`config.mk`:
```
export PLATFORM = sky130hd
export DESIGN_NAME = button_press_classifier
export DESIGN_NICKNAME = d
export VERILOG_FILES = /design/src/rtl/button_press_classifier.sv
export SDC_FILE = /design/constraint.sdc
export NUM_CORES = 1
export LEC_CHECK = 0
export CORE_MARGIN = 2
export CORE_UTILIZATION = 65
export CTS_BUF_LIST = sky130_fd_sc_hd__clkbuf_8 sky130_fd_sc_hd__clkbuf_16
export DETAILED_ROUTE_END_ITERATION = 12
export GPL_TIMING_DRIVEN = 0
export PLACE_DENSITY = 0.94
export SETUP_SLACK_MARGIN = 0.5
export SLEW_MARGIN = 25
export SYNTH_ARGS = -nofsm -noshare
export SYNTH_HDL_FRONTEND = slang
export SYNTH_SLANG_ARGS = --single-unit
```
`constraint.sdc`:
```
create_clock -name clk -period 7.51 [get_ports clk]
set_clock_uncertainty 0.05 [all_clocks]
set_input_delay 1.502 -clock clk [delete_from_list [all_inputs] [get_ports clk]]
set_output_delay 1.502 -clock clk [all_outputs]
set_load 0.05 [all_outputs]
```
`src/rtl/button_press_classifier.sv`:
```
// button_press_classifier
//   Turns the debounced key level into single-cycle gesture events: short
//   press, double click, long press, and auto-repeat while the key is held.
//   Each pulse is registered and lasts one cycle. At most one pulse is high
//   in any cycle.
// Ports
//   clk           system clock
//   rst           asynchronous reset, active low
//   key_level     debounced key level (1 = pressed), synchronous to clk
//   short_press   pulse: press+release with no second press inside the gap
//   double_click  pulse: release of the second press of a double click
//   long_press    pulse: key held LONG_CYCLES
//   repeat_tick   pulse every REPEAT_CYCLES while held after long_press
//   busy          level: classifier is not idle
module button_press_classifier #(
  parameter int unsigned CNT_W         = 32,
  parameter int unsigned LONG_CYCLES   = 80_000_000,
  parameter int unsigned DCLICK_CYCLES = 30_000_000,
  parameter int unsigned REPEAT_CYCLES = 20_000_000
) (
  input  logic clk,
  input  logic rst,
  input  logic key_level,
  output logic short_press,
  output logic double_click,
  output logic long_press,
  output logic repeat_tick,
  output logic busy
);

  typedef enum logic [2:0] {
    IDLE,
    PRESS1,
    GAP,
    PRESS2,
    HOLD
  } state_e;

  localparam logic [CNT_W-1:0] LONG_LAST   = CNT_W'(LONG_CYCLES - 1);
  localparam logic [CNT_W-1:0] DCLICK_LAST = CNT_W'(DCLICK_CYCLES - 1);
  localparam logic [CNT_W-1:0] REPEAT_LAST = CNT_W'(REPEAT_CYCLES - 1);

  state_e           state_q, state_d;
  logic [CNT_W-1:0] cnt_q, cnt_d;
  logic             key_dly_q;
  logic             short_q, short_d;
  logic             dclick_q, dclick_d;
  logic             long_q, long_d;
  logic             repeat_q, repeat_d;
  logic             busy_q;

  logic             rise, fall;
  logic [CNT_W-1:0] cnt_inc;

  assign rise    = key_level & ~key_dly_q;
  assign fall    = ~key_level & key_dly_q;
  assign cnt_inc = (cnt_q == '1) ? cnt_q : cnt_q + CNT_W'(1);

  always_comb begin
    state_d  = state_q;
    cnt_d    = cnt_inc;
    short_d  = 1'b0;
    dclick_d = 1'b0;
    long_d   = 1'b0;
    repeat_d = 1'b0;

    // Edge conditions are tested before the timeouts in every state.
    unique case (state_q)
      IDLE: begin
        cnt_d = '0;
        if (rise) state_d = PRESS1;
      end
      PRESS1: begin
        if (fall) begin
          state_d = GAP;
        end else if (cnt_q == LONG_LAST) begin
          state_d = HOLD;
          long_d  = 1'b1;
        end
      end
      GAP: begin
        if (rise) begin
          state_d = PRESS2;
        end else if (cnt_q == DCLICK_LAST) begin
          state_d = IDLE;
          short_d = 1'b1;
        end
      end
      PRESS2: begin
        if (fall) begin
          state_d  = IDLE;
          dclick_d = 1'b1;
        end else if (cnt_q == LONG_LAST) begin
          state_d = HOLD;
          long_d  = 1'b1;
        end
      end
      HOLD: begin
        if (fall) begin
          state_d = IDLE;
        end else if (cnt_q == REPEAT_LAST) begin
          repeat_d = 1'b1;
          cnt_d    = '0;
        end
      end
      default: state_d = IDLE;
    endcase

    if (state_d != state_q) cnt_d = '0;
  end

  always_ff @(posedge clk or negedge rst) begin
    if (!rst) begin
      state_q   <= IDLE;
      cnt_q     <= '0;
      key_dly_q <= 1'b1;
      short_q   <= 1'b0;
      dclick_q  <= 1'b0;
      long_q    <= 1'b0;
      repeat_q  <= 1'b0;
      busy_q    <= 1'b0;
    end else begin
      state_q   <= state_d;
      cnt_q     <= cnt_d;
      key_dly_q <= key_level;
      short_q   <= short_d;
      dclick_q  <= dclick_d;
      long_q    <= long_d;
      repeat_q  <= repeat_d;
      busy_q    <= (state_d != IDLE);
    end
  end

  assign short_press  = short_q;
  assign double_click = dclick_q;
  assign long_press   = long_q;
  assign repeat_tick  = repeat_q;
  assign busy         = busy_q;

endmodule

```
==> results.md <==
* ANT nets after route at 0
* Fin. Hold Viols at 0
* Largest net degree at the start of global routing at 25
* Residual overflow from global routing at 0
* Dpl cells at 303
* Ports at 8
* Post-synthesis cell type count at 44
* GRT Util Overall at 0.2686
* Synth top area cells: dfrtp_1 (44%), xor2_1 (7.8%), nor2_1 (7.0%), nand4_1 (5.0%), nand2_1 (4.3%)
* Static Leak at 0.001009 µW
* Clock network latency to the later pin of the worst-skew pair at 0.30 ns
* Max FO, Critical Path at 10
* First-pass GRT wire length at around 8400 µm
* Final Non-Filler Cells at 311
* Finished Cell Area at 2504 µm²
* Worst Tran Pin Value at 0.6222 ns
* Post-synth top area share at 0.4435
* CTS Buffer Depth at 2
* Routed length on met3 at about 280 µm
* WP buf/inv at 2
* Status: completed
* Detail Placement HPWL at 3301 µm
* Slew Viols, Final at 0
* Mapped Nets at 253
* Layout Nets at around 270
* Post-synth EDFFs at 0
* Vias at between 1,500 and 2,000
* CP arrival at between 3 and 4 ns
* Fin crit share at 0.4562
* P&R area growth vs syn at 10.92%
* FMAX at 0.2919 GHz
* Number of global-route vias before repair at 1,898
* Root buffer cell: clkbuf_8
* Cts repair resizes at 0
* Ys flop type: dfrtp_1
* Critical path class: primary input to register
* Rel. slew slack at 0.5818
* Setup TNS at 0 ns
* DRC viols at 0
* Final setup vio count at 0
* Final Wtd Congestion at roughly 0.91
* Initial antenna violation count at 0
* Area after DPL at 2407 µm²
* Top Layer Used: met4
* Synthesized area at ~2300 µm²
* Synth Register Bits at between 40 and 50
* Via density per instance at 6.109
* Initial core utilization at 0.6764
* Worst Hold Class: register to register
* Yosys warning count at 0
* Max cap viols at 0
* Hold-fix buffers, CTS at 0
* Iter 0 DRT Violations at 130
* Die width at 62.93 µm
* Post-synthesis average cell area at roughly 9.1 µm²
* IO buf count at 7
* CTS clk-pin slew, worst paths at 0.07 ns
* Die height at 62.93 µm
* Pwr dens at 194.7 nW/µm²
* CTS tree: built
* Flop-to-flop setup slack at ~4.7 ns
* Crit-path max cell delay at 0.54 ns
* Met2 wire length at 2179 µm
* Leading area contributor after synthesis: dfrtp_1
* Inserted Clock Buffers at 5
* Met1 Wirelength at 1937 µm
* Ys async rst share at 1.000
* Peak VDD IR at 0.1121 mV
* Row cnt at 21
* Crit-path leading delay family: buffers and inverters
* Full die area at 3960 µm²
* Critical path startpoint category: primary input
* Core Area at 3337 µm²
* Post-synthesis sequential area ratio at 0.4551
* Clk sinks at 41
* Crit end category: register
* First-pass DRT Iterations at 4
* Layout cells sized above 1 at 0.07547
* WL final at 4516 µm
* RSZ-0062 raised after global routing: no
* Post-route minimum period at 3.426 ns
* Slowest cell on the critical path: clkdlybuf4s50_1
* Synth Instances at 249
* Wire per inst at 14.52 µm
* Postcts setup bufs at 0
* Crit-path cells: clkdlybuf4s50_1, nand2b_1, nand4_1, o311ai_0, a22oi_1, a22oi_2, buf_2, nor2_1
* Antenna diode count at 0
* H-Tree Depth at 2
* Crit path required time at 7.64 ns
[through the flow]
stage                     setup slack (ns)  total power, µW  hold WS [ns]  utilization
after floorplan                      4.675            316.5        0.4768            -
after global placement               3.841            342.9        0.5002       0.7147
after detailed placement             3.782            348.1        0.5048       0.7214
after CTS                            4.085            491.4        0.5282       0.7484
after global routing                 3.884            516.8        0.5739       0.7503
final                                4.084            487.4        0.5236       0.7503
[cell families after synthesis]
family	Yosys count	synth area share
AOI/OAI and AO/OA	17	0.05377
and+or+nand+nor	146	0.3420
DFF	41	0.4551
buffers and inverters	14	0.02661
adders and majority gates	1	0.005542
muxes	1	0.004435
xor gates and xnor gates	29	0.1125
[final timing paths]
path	from	end	cells past startpoint
setup / recovery	key_level	cnt_q[31]	8
hold / removal	state_q[2]	state_q[0]	2
setup reg to reg	cnt_q[0]	cnt_q[31]	8
hold reg to reg	state_q[2]	state_q[0]	2
max in group asynchronous	rst	cnt_q[26]	2
min in group asynchronous	rst	cnt_q[3]	1
[routing by layer]
metal,vias up,GRT usage
li1,915,-
met1,908,0.3586
met2,64,0.4189
met3,13,0.05405
met4,0,0.1278
met5,-,0
[Yosys cell counts (all sizes together) (3+ instances only)]
cell    number
nor4         5
clkbuf       5
xnor2        9
nor2        42
and3         5
nand3       14
xor2        20
nor4b        4
nand2       26
or3          3
nor2b        3
nor3         9
o21ai        3
inv          5
buf          4
nand4       18
dfrtp       40
[placed cells by master, fill, tap and decap left out, drive strengths merged, types with 3 or more instances in the layout]
master | Yosys | layout
and3 | 5 | 5
buf | 4 | 6
clkbuf | 5 | 11
clkdlybuf4s50 | 0 | 6
dfrtp | 40 | 40
inv | 5 | 7
nand2 | 26 | 26
nand3 | 14 | 14
nand4 | 18 | 18
nor2 | 42 | 42
nor2b | 3 | 3
nor3 | 9 | 9
nor4 | 5 | 5
nor4b | 4 | 4
o21ai | 3 | 3
or3 | 3 | 3
xnor2 | 9 | 9
xor2 | 20 | 20
[power breakdown]
part | total (µW) | internal [µW] | switching (µW)
sequential | 245 | 232 | 12.1
clock | 145 | 72.2 | 72.5
combinational | 98.2 | 32.6 | 65.5
[area by class of cell]
class | count | area, µm²
inverter | 5 | 18.77
tap | 46 | 57.56
multi-input combinational | 194 | 1176
timing repair buffer | 8 | 92.59
clock buffer | 6 | 82.58
fill | 259 | 833.3
clock inverter | 2 | 7.507
sequential | 41 | 1027
buffer | 9 | 41.29
[worst reg2reg max path: stages, from the launching register on]
cell      delay, ns
dfrtp_1        0.42
ha_1           0.23
and4_1         0.33
nand4_1        0.26
nor4_2         0.48
o211ai_1       0.25
a22oi_2        0.33
buf_2          0.30
nor2_1         0.07
[flip-flops by register name, indices dropped and copies added, names as in the netlist]
| register | flops |
|---|---|
| repeat_tick | 1 |
| long_press | 1 |
| state_q | 3 |
| short_press | 1 |
| key_dly_q | 1 |
| busy | 1 |
| double_click | 1 |
| cnt_q | 32 |
(Power assumes the default switching activity.)
